### src/rtl/id_pkg.sv
// Shared definitions for the identifier generator and its recognizer counterpart:
// the state encoding, the ASCII constants and the wrapping character steps.
package id_pkg;

    typedef enum logic [1:0] {
        IDLE = 2'd0,
        LET  = 2'd1,
        DIG  = 2'd2,
        TERM = 2'd3
    } state_t;

    localparam logic [7:0] CH_A    = 8'h61;
    localparam logic [7:0] CH_Z    = 8'h7A;
    localparam logic [7:0] CH_0    = 8'h30;
    localparam logic [7:0] CH_1    = 8'h31;
    localparam logic [7:0] CH_9    = 8'h39;
    localparam logic [7:0] CH_TERM = 8'h2F;
    localparam logic [7:0] CH_NUL  = 8'h00;

    // Explicit compares keep the wrap cheap: no modulo hardware is needed.
    function automatic logic [7:0] next_letter(input logic [7:0] c);
        return (c == CH_Z) ? CH_A : c + 8'd1;
    endfunction

    function automatic logic [7:0] next_digit(input logic [7:0] c);
        return (c == CH_9) ? CH_0 : c + 8'd1;
    endfunction

endpackage

### src/rtl/id_char_gen.sv
// Streams `let_cnt` letters, `dig_cnt` digits and a '/' terminator, one
// character per accepted valid/ready beat.
module id_char_gen
    import id_pkg::*;
#(
    parameter int CNT_W = 4
) (
    input  logic             clk,
    input  logic             rst_n,
    input  logic             start,
    input  logic [CNT_W-1:0] let_cnt,
    input  logic [CNT_W-1:0] dig_cnt,
    input  logic             ready,
    output logic [7:0]       char,
    output logic             valid,
    output logic             busy,
    output logic             done
);

    state_t           state_q, state_d;
    logic [CNT_W-1:0] let_rem_q, let_rem_d;
    logic [CNT_W-1:0] dig_rem_q, dig_rem_d;
    logic [7:0]       char_q, char_d;
    logic             valid_q, valid_d;
    logic             done_q, done_d;
    logic             accept;

    assign accept = valid_q && ready;

    always_comb begin
        state_d   = state_q;
        let_rem_d = let_rem_q;
        dig_rem_d = dig_rem_q;
        char_d    = char_q;
        valid_d   = valid_q;
        done_d    = 1'b0;

        case (state_q)
            IDLE: begin
                valid_d = 1'b0;
                char_d  = CH_NUL;
                if (start) begin
                    let_rem_d = let_cnt;
                    dig_rem_d = dig_cnt;
                    valid_d   = 1'b1;
                    if (let_cnt != '0) begin
                        state_d = LET;
                        char_d  = CH_A;
                    end else if (dig_cnt != '0) begin
                        state_d = DIG;
                        char_d  = CH_1;
                    end else begin
                        state_d = TERM;
                        char_d  = CH_TERM;
                    end
                end
            end
            LET: begin
                if (accept) begin
                    let_rem_d = let_rem_q - 1'b1;
                    if (let_rem_q == CNT_W'(1)) begin
                        // The digit counter is untouched during letters, so it
                        // still holds the captured digit count here.
                        if (dig_rem_q != '0) begin
                            state_d = DIG;
                            char_d  = CH_1;
                        end else begin
                            state_d = TERM;
                            char_d  = CH_TERM;
                        end
                    end else begin
                        char_d = next_letter(char_q);
                    end
                end
            end
            DIG: begin
                if (accept) begin
                    dig_rem_d = dig_rem_q - 1'b1;
                    if (dig_rem_q == CNT_W'(1)) begin
                        state_d = TERM;
                        char_d  = CH_TERM;
                    end else begin
                        char_d = next_digit(char_q);
                    end
                end
            end
            TERM: begin
                if (accept) begin
                    state_d = IDLE;
                    valid_d = 1'b0;
                    char_d  = CH_NUL;
                    done_d  = 1'b1;
                end
            end
            default: begin
                state_d = IDLE;
                valid_d = 1'b0;
                char_d  = CH_NUL;
            end
        endcase
    end

    always_ff @(posedge clk or negedge rst_n) begin
        if (!rst_n) begin
            state_q   <= IDLE;
            let_rem_q <= '0;
            dig_rem_q <= '0;
            char_q    <= CH_NUL;
            valid_q   <= 1'b0;
            done_q    <= 1'b0;
        end else begin
            state_q   <= state_d;
            let_rem_q <= let_rem_d;
            dig_rem_q <= dig_rem_d;
            char_q    <= char_d;
            valid_q   <= valid_d;
            done_q    <= done_d;
        end
    end

    assign char  = char_q;
    assign valid = valid_q;
    assign done  = done_q;
    assign busy  = (state_q != IDLE);

endmodule

### config.mk
export PLATFORM = sky130hd
export DESIGN_NAME = id_char_gen
export DESIGN_NICKNAME = d
export VERILOG_FILES = /design/src/rtl/id_pkg.sv /design/src/rtl/id_char_gen.sv
export SDC_FILE = /design/constraint.sdc
export NUM_CORES = 1
export LEC_CHECK = 0
export ABC_CLOCK_PERIOD_IN_PS = 3000
export BUFFER_PORTS_ARGS = -buffer_cell sky130_fd_sc_hd__buf_2
export CORE_AREA = 3 3 57 59
export CTS_BUF_LIST = sky130_fd_sc_hd__clkbuf_8
export CTS_CLUSTER_DIAMETER = 200
export DETAILED_ROUTE_END_ITERATION = 10
export DIE_AREA = 0 0 60 62
export GPL_TIMING_DRIVEN = 0
export HOLD_SLACK_MARGIN = 0.15
export PLACE_DENSITY_LB_ADDON = 0.1
export SLEW_MARGIN = 5
export SYNTH_ARGS = -nofsm -noshare
export SYNTH_HDL_FRONTEND = slang
export SYNTH_SLANG_ARGS = --single-unit
### constraint.sdc
create_clock -name clk -period 3 [get_ports clk]
set_clock_uncertainty 0.05 [all_clocks]
set_input_delay 0.6 -clock clk [delete_from_list [all_inputs] [get_ports clk]]
set_output_delay 0.6 -clock clk [all_outputs]
set_load 0.03 [all_outputs]
==> results of run 1 <==
-- synth_stat cells, types with 2 or more instances --
library cell / instances / area share
a2bb2oi_1: 4 / 0.022
a211oi_2: 2 / 0.015
buf_2: 2 / 0.0062
a32o_1: 2 / 0.012
nand2_1: 13 / 0.030
nand3_1: 9 / 0.028
a21oi_1: 9 / 0.028
nand4_1: 2 / 0.0077
a31oi_1: 3 / 0.012
a21o_1: 2 / 0.0092
a211oi_1: 4 / 0.018
and3_1: 2 / 0.0077
nor3b_1: 4 / 0.018
o21ai_0: 15 / 0.046
xnor2_1: 3 / 0.016
o2bb2ai_1: 2 / 0.011
nor4_1: 2 / 0.0077
inv_1: 14 / 0.032
and2_1: 2 / 0.0077
clkbuf_1: 2 / 0.0046
nor3_1: 4 / 0.012
o211ai_1: 6 / 0.028
ha_1: 11 / 0.085
nand2b_1: 4 / 0.015
dfrtp_1: 20 / 0.31
nor2_1: 11 / 0.025
nor3b_2: 2 / 0.015
o21a_1: 3 / 0.014
-- registers in the layout (all words and copies together), names as in the netlist --
name	count
char	8
dig_rem_q	4
state_q	2
done	1
let_rem_q	4
valid	1
-- layout make-up --
cell class / count / area, um2 / share of cell area
clock buffers: 4 / 55.1 / 0.0301
multi-input cells: 145 / 1040 / 0.570
well taps: 31 / 38.8 / 0.0212
repair buffers: 22 / 110 / 0.0602
inverters: 14 / 52.6 / 0.0287
plain buffers: 5 / 28.8 / 0.0157
flip-flops and latches: 20 / 500 / 0.274
-- cells by family after synthesis --
group                    count (synthesis)
AO/OA/AOI/OAI                           63
flip-flops                              20
AND/OR/NAND/NOR                         66
adder cells (fa/ha/maj)                 11
multiplexers                             2
XOR/XNOR                                 3
buffers and inverters                   19
-- per-layer routing --
metal,wire [um],global-route usage
met1,1750,0.310
met2,1800,0.394
met3,237,0.0248
met4,56,0.0823
met5,0,0
-- critical path, stage by stage (launching register included) --
cell	delay, ns
dfrtp_1	0.40
inv_1	0.10
ha_1	0.22
clkbuf_1	0.36
inv_1	0.10
buf_2	0.19
-- path summary, 6_finish.rpt --
kind                                 start            to  slack (ns)  cells past startpoint
max in group asynchronous            rst_n       char[7]        2.35                      1
worst min-delay path                 rst_n  let_rem_q[2]        0.23                      1
worst max-delay path            state_q[0]          busy        0.71                      5
min in group clk                     valid          done        0.54                      1
worst max register to register  state_q[1]  dig_rem_q[3]        0.99                      6
worst min register to register       valid          done        0.54                      1
-- power breakdown --
part | switching (mW) | leakage, nW | internal (mW)
combinational | 0.0118 | 0.510 | 0.00743
sequential | 0.00125 | 0.256 | 0.270
clock | 0.0920 | 0.0288 | 0.117
total | 0.105 | 0.795 | 0.394
==> impl_metrics.yaml, run 1 <==
power_and_ir_drop:
  powerDensity_nw_per_um2: 273
  leakage_nw: 0.795
  p_total_mw: 0.499
  vdd_ir_drop_max_uv: 254
drt:
  ant_nets: 0
  post_drt_via_cell_ratio: 6.33
  wl_per_cell_um: 15.9
  post-route-drc-count: 0
  drt_wl_total_um: 3840
  first_iter_violations: 67
  drt_pass1_iterations: 4
  num_vias: 1525
timing:
  final.setup.worst_slack_ns: 0.715
  maxSlewHeadroom: 0.586
  finalSetupTns_ns: 0
  rsz0062_at_grt: "no"
  worstMarginPinSlew_ns: 0.616
  whs_ns: 0.232
  setup_viol: 0
  timing.final.hold_violations: 0
  finalCritPeriodShare: 0.762
  max_freq_mhz: 438
  drv_slew: 0
  fin_crit_ns: 2.29
layout:
  syn_to_final_growth_pct: 12.6
  finalNonFillerCells: 241
  drive_above_1_share: 0.219
  fill_cells: 241
  post-route-util: 0.663
  layout_common_cells: "buf_2, dfrtp_1, o21ai_0, inv_1, nand2_1"
  antennaDiodeCount: 0
  finalNetCount: 234
  design_area_um2: 1830
  final_common_cell: "buf_2"
global_route:
  grt_usage: 0.233
  antenna_found_initial: 0
  grt_pass1_vias: 1425
  grt_remaining_overflow: 0
  grt_pass1_wl_um: 6470
  grt_start_max_net_pins: 21
synthesis:
  synth_area_um2: 1620
  synth-seq-area-share: 0.308
  synthCells: 184
  syn-num-nets: 207
  synth_compound_area_frac: 0.284
  synth-simple-area-share: 0.241
  synthFlopType: "dfrtp_1"
  synth.ff_latch_count: 20
  synthArstFlopShare: 1.00
  synth.area.mux_share: 0.0154
  synth_xor_area_frac: 0.0162
  syn_avg_cell_area_um2: 8.83
  synth_edf_count: 0
  ys_types: 53
  synth_top_family_by_area: "compound AO/OA/AOI/OAI gates"
  ys_warn_count: 0
  synth_adder_area_share: 0.0847
cts:
  postCtsSetupRepairBufs: 0
  cts-hold-fix-buffers: 0
  clk_latency_ns: 0.26
  cts.repair.resized: 0
  cts_tree: "built"
  ctsLongestPathBuffers: 2
  cts_buffers: 3
  clock_sinks: 20
  clk_transition_reported_paths_ns: 0.08
  htreeDepth: 1
  cts_root_buf: "clkbuf_8"
placement:
  place_congestion: 0.901
  dp_slack_ns: 1.00
  placed_cell_area_um2: 1770
  dp.cells: 237
  io_buffers: 22
  place_hpwl_um: 2910
setup_path:
  path_max_fanout: 10
  crit_arrival_ns: 1.64
  crit_path_start_kind: "flip-flop"
  required_ns: 2.35
  crit_type: "flip-flop to output pin"
  end_kind: "output pin"
floorplan:
  dieArea_um2: 3720
  coreArea_um2: 2760
  placementRows: 19
  ios: 23
  die_x_um: 60
  start_util: 0.589
  fp.dieH_um: 62
hold_path:
  min_path_type: "input port to asynchronous set/reset pin"
outcome:
  status: "complete, no violations"
job:
  max-cap-violations: 0
No activity file was read; power rests on OpenSTA's default activity.
==> run 2, diff against run 1 <==
- ABC_AREA: not set -> 1
- ABC_CLOCK_PERIOD_IN_PS: 3000 -> 1840
- CORE_AREA: 3 3 57 59 -> 3 3 60 62
- DIE_AREA: 0 0 60 62 -> 0 0 63 65
- clock period: 3 -> 1.84 ns (I/O delays scaled with it)
==> impl_metrics.yaml, run 2 <==
outcome:
  status: "complete, no violations"
cts:
  htreeDepth: 1
  clk_latency_ns: 0.26
  cts_tree: "built"
  cts_buffers: 3
  ctsLongestPathBuffers: 2
  cts_root_buf: "clkbuf_8"
  clk_transition_reported_paths_ns: 0.08
  clock_sinks: 20
global_route:
  grt_remaining_overflow: 0
  antenna_found_initial: 0
  grt_start_max_net_pins: 21
  grt_usage: 0.201
  grt_pass1_vias: 1518
  grt_pass1_wl_um: 6660
floorplan:
  fp.dieH_um: 65
  placementRows: 20
  start_util: 0.537
  coreArea_um2: 3080
  die_x_um: 63
  dieArea_um2: 4100
  ios: 23
layout:
  layout_common_cells: "nand2_1, inv_1, nand3_1, buf_2, dfrtp_1"
  final_common_cell: "nand2_1"
  antennaDiodeCount: 0
  post-route-util: 0.620
  finalNetCount: 286
  fill_cells: 307
  drive_above_1_share: 0.198
  largest_register_ffs: 8
  syn_to_final_growth_pct: 15.4
timing:
  worstMarginPinSlew_ns: 0.467
  fin_crit_ns: 1.75
  maxSlewHeadroom: 0.689
  drv_slew: 0
  max_freq_mhz: 572
  timing.final.hold_violations: 0
  setup_viol: 0
  finalCritPeriodShare: 0.950
drt:
  ant_nets: 0
  wl_per_cell_um: 12.0
  post-route-drc-count: 0
  first_iter_violations: 52
  post_drt_via_cell_ratio: 5.06
  num_vias: 1549
  drt_wl_total_um: 3660
  drt_pass1_iterations: 4
setup_path:
  path_buf_inv: 4
  crit_path_start_kind: "flip-flop"
  required_ns: 1.42
  cp_slowest_cell: "dfrtp_1"
  crit_arrival_ns: 1.33
  cpPeakStageDelay_ns: 0.38
  path_max_fanout: 9
  crit_type: "flip-flop to output pin"
  end_kind: "output pin"
  crit_family: "buffers and inverters"
  crit_chain: "inv_1, ha_1, buf_6, inv_4, buf_4"
synthesis:
  ys_warn_count: 0
  ys_types: 32
  synth-seq-area-share: 0.303
  synth_edf_count: 0
  yosys.area.top_type: "dfrtp_1"
  syn_avg_cell_area_um2: 7.03
  synth_area_um2: 1650
  synth.ff_latch_count: 20
  synth_common_cells: "nand2_1, inv_1, nand3_1"
  syn-num-nets: 258
  synthCells: 235
  synthTopCellsByArea: "dfrtp_1, nand2_1, ha_1"
  yosysMostFrequentCell: "nand2_1"
  synth_top_cell_area_share: 0.303
  synthArstFlopShare: 1.00
  synthFlopType: "dfrtp_1"
power_and_ir_drop:
  p_total_mw: 3.41
  vdd_ir_drop_max_uv: 919
  leakage_nw: 1.03
  powerDensity_nw_per_um2: 1790
placement:
  place_hpwl_um: 2770
  place_congestion: 0.834
  io_buffers: 22
job:
  max-cap-violations: 0
hold_path:
  min_path_type: "input port to flip-flop"
## run 2: cell types whose count changed after synthesis, sizes merged, moves of 6 or more
cell,change
a211oi,-6
inv,+20
nand2,+61
nand3,+16
nor2,+8
## run 2: stage by stage
step	std cells	setup slack, ns	hold WS [ns]	setup TNS (ns)	cell area, um2
global placement	301	0.182	0.302	0	1820
global route	306	-0.00187	0.325	-0.00187	1910
detailed placement	301	0.171	0.307	0	1820
finish	306	0.0914	0.316	0	1910
CTS	306	0.0522	0.317	0	1880
floorplan	235	0.248	0.0224	0	1650
## run 2: worst paths after layout
| kind | start | depth (start not counted) | to | slack [ns] |
|---|---|---|---|---|
| worst max-delay path | state_q[0] | 5 | busy | 0.09 |
| worst min-delay path | dig_cnt[1] | 3 | dig_rem_q[1] | 0.32 |
| worst max register to register | state_q[1] | 12 | char[4] | 0.15 |
| worst min register to register | dig_rem_q[1] | 2 | dig_rem_q[1] | 0.52 |
| max in group asynchronous | rst_n | 2 | char[6] | 0.89 |
| min in group asynchronous | rst_n | 2 | dig_rem_q[1] | 0.53 |
## run 2: final cells by class
| cell class | instances | area [um2] | share of cell area |
|---|---|---|---|
| multi-input cells | 177 | 992 | 0.520 |
| flip-flops and latches | 20 | 500 | 0.262 |
| inverters | 34 | 143 | 0.0748 |
| repair buffers | 23 | 123 | 0.0643 |
| clock buffers | 4 | 55.1 | 0.0289 |
| well taps | 44 | 55.1 | 0.0289 |
| plain buffers | 4 | 38.8 | 0.0203 |
## run 2: repair_timing
action,4_1_cts,5_1_grt
endpoints found under the setup margin,0,5
gates resized for setup,0,6
hold buffers,1,0
endpoints found under the hold margin,20,0
buffers inserted,0,0
## run 2: worst reg2reg max path, cell delays in order, from the launching register on
cell	delay [ns]
dfrtp_1	0.40
inv_1	0.08
ha_1	0.19
buf_6	0.15
inv_8	0.08
nand3_4	0.09
nand2_8	0.10
inv_6	0.07
nor2_8	0.11
inv_2	0.05
nor2_1	0.12
a21oi_2	0.07
nand2_1	0.07
## run 2: cell families (layout without fill, tap and decap cells)
family,Yosys count,in the layout,synth area share
simple gates,128,128,0.366
flops,20,20,0.303
compound gates,32,32,0.108
buf+inv,38,65,0.108
fa+ha+maj,11,11,0.0833
xor+xnor,6,6,0.0318
## run 2: per-layer routing
metal / global-route usage / vias up / wire, um
li1: - / 808 / -
met1: 0.279 / 707 / 1860
met2: 0.324 / 29 / 1630
met3: 0.0208 / 5 / 125
met4: 0.0744 / 0 / 46
met5: 0 / - / 0
## run 2: power by group
| group | internal (mW) | switching, mW |
|---|---|---|
| logic | 0.790 | 1.47 |
| clock network | 0.191 | 0.161 |
| registers | 0.630 | 0.167 |
==> run 3, diff against run 2 <==
- CORE_AREA: 3 3 60 62 -> 3 3 61 63
- CTS_BUF_LIST: sky130_fd_sc_hd__clkbuf_8 -> not set
- DIE_AREA: 0 0 63 65 -> 0 0 64 66
- PLACE_DENSITY: not set -> 0.74
- PLACE_DENSITY_LB_ADDON: 0.1 -> not set
==> impl_metrics.yaml, run 3 (same netlist as run 2, synthesis figures left out) <==
outcome:
  status: "complete, no violations"
power_and_ir_drop:
  pwr-share-clk: 0.067
  netSwitchingFraction: 0.537
  seqPwrFrac: 0.239
  leakage_nw: 1.02
  p_sw_mw: 1.78
  p_total_mw: 3.32
  cell_internal_pwr_mw: 1.54
  powerDensity_nw_per_um2: 1760
  vdd_ir_drop_max_uv: 799
  pwr-share-comb: 0.694
placement:
  place_congestion: 0.823
  place_hpwl_um: 2850
  io_buffers: 22
cts:
  cts_buffers: 3
  ctsLongestPathBuffers: 2
  clock_sinks: 20
  cts_tree: "built"
  clk_latency_ns: 0.31
  htreeDepth: 1
  cts_root_buf: "clkbuf_4"
  clk_transition_reported_paths_ns: 0.12
timing:
  setup_viol: 0
  maxSlewHeadroom: 0.685
  rsz0062_at_grt: "no"
  fin_crit_ns: 1.73
  drv_slew: 0
  timing.final.hold_violations: 0
  finalSetupTns_ns: 0
  finalCritPeriodShare: 0.942
  max_freq_mhz: 577
  worstMarginPinSlew_ns: 0.472
global_route:
  grt_pass1_wl_um: 6260
  grt_usage: 0.186
  antenna_found_initial: 0
  grt_start_max_net_pins: 21
  grt_remaining_overflow: 0
  grt_pass1_vias: 1435
drt:
  drt_wl_total_um: 3770
  drt_pass1_iterations: 4
  num_vias: 1580
  first_iter_violations: 97
  post_drt_via_cell_ratio: 5.08
  wl_per_cell_um: 12.1
  ant_nets: 0
  post-route-drc-count: 0
hold_path:
  min_path_type: "input port to flip-flop"
  hold_depth: 3
setup_path:
  path_max_fanout: 8
  cpPeakStageDelay_ns: 0.39
  crit_arrival_ns: 1.32
  required_ns: 1.42
  rr_worst_depth: 9
  crit_top_cell: "buf_6"
  crit_chain: "inv_1, ha_1, buf_6, inv_6, buf_6"
  end_kind: "output pin"
  crit_path_start_kind: "flip-flop"
  crit_type: "flip-flop to output pin"
  cp_slowest_cell: "dfrtp_1"
floorplan:
  die_x_um: 64
  placementRows: 21
  start_util: 0.503
  fp.dieH_um: 66
  ios: 23
  coreArea_um2: 3280
  dieArea_um2: 4220
layout:
  final_common_cell: "nand2_1"
  syn_to_final_growth_pct: 14.5
  finalNetCount: 290
  drive_above_1_share: 0.204
  antennaDiodeCount: 0
  fill_cells: 324
  largest_register_ffs: 8
  layout_common_cells: "nand2_1, inv_1, nand3_1, buf_2, dfrtp_1"
job:
  max-cap-violations: 0
==> run 3: timing repair <==
action	in CTS	in global routing
gates resized for setup	1	2
buffers inserted	1	3
gates cloned	0	0
hold buffers	1	0
setup endpoints to repair	1	1
hold endpoints to repair	20	0
==> run 3: final cells by class <==
| type | instances | area, um2 | area share |
|---|---|---|---|
| flip-flops and latches | 20 | 500 | 0.265 |
| clock buffers | 3 | 22.5 | 0.0119 |
| inverters | 34 | 143 | 0.0754 |
| plain buffers | 4 | 38.8 | 0.0205 |
| repair buffers | 27 | 156 | 0.0827 |
| multi-input cells | 177 | 973 | 0.515 |
| well taps | 46 | 57.6 | 0.0304 |
==> run 3: worst paths after layout <==
| kind | slack [ns] | from | to |
|---|---|---|---|
| hold reg to reg | 0.52 | dig_rem_q[1] | dig_rem_q[1] |
| max in group asynchronous | 0.93 | rst_n | dig_rem_q[3] |
| setup reg to reg | 0.14 | state_q[1] | char[3] |
| setup / recovery | 0.11 | state_q[0] | busy |
| min in group asynchronous | 0.48 | rst_n | char[5] |
| hold / removal | 0.27 | dig_cnt[1] | dig_rem_q[1] |
==> run 3: stage by stage <==
stage	utilization	setup slack, ns	cells	instance area, um2	hold WS [ns]
after floorplan	-	0.248	235	1650	0.0224
after global placement	0.554	0.188	303	1820	0.307
after detailed placement	0.554	0.159	303	1820	0.300
after global routing	0.576	0.0107	311	1890	0.285
final	0.576	0.106	311	1890	0.270
after CTS	0.567	0.0129	308	1860	0.275
==> run 3: metal layers <==
metal	global-route usage	vias up	share of wire
li1	-	816	-
met1	0.232	725	0.46
met2	0.333	37	0.49
met3	0.0357	2	0.039
met4	0.0350	0	0.0037
met5	0	-	0
==> run 3: power groups by stage <==
stage	clock network (mW)	logic, mW	registers, mW
floorplan	0	1.64	0.902
global placement	0	2.17	0.803
detailed placement	0	2.21	0.807
CTS	0.225	2.25	0.792
global route	0.247	2.61	0.819
finish	0.221	2.31	0.795
==> run 3: worst max-delay path: cells and delay by family, from the launching register on <==
family,cells,cell delay [ns]
adders and majority gates,1,0.22
buffers and inverters,4,0.41
DFF,1,0.39
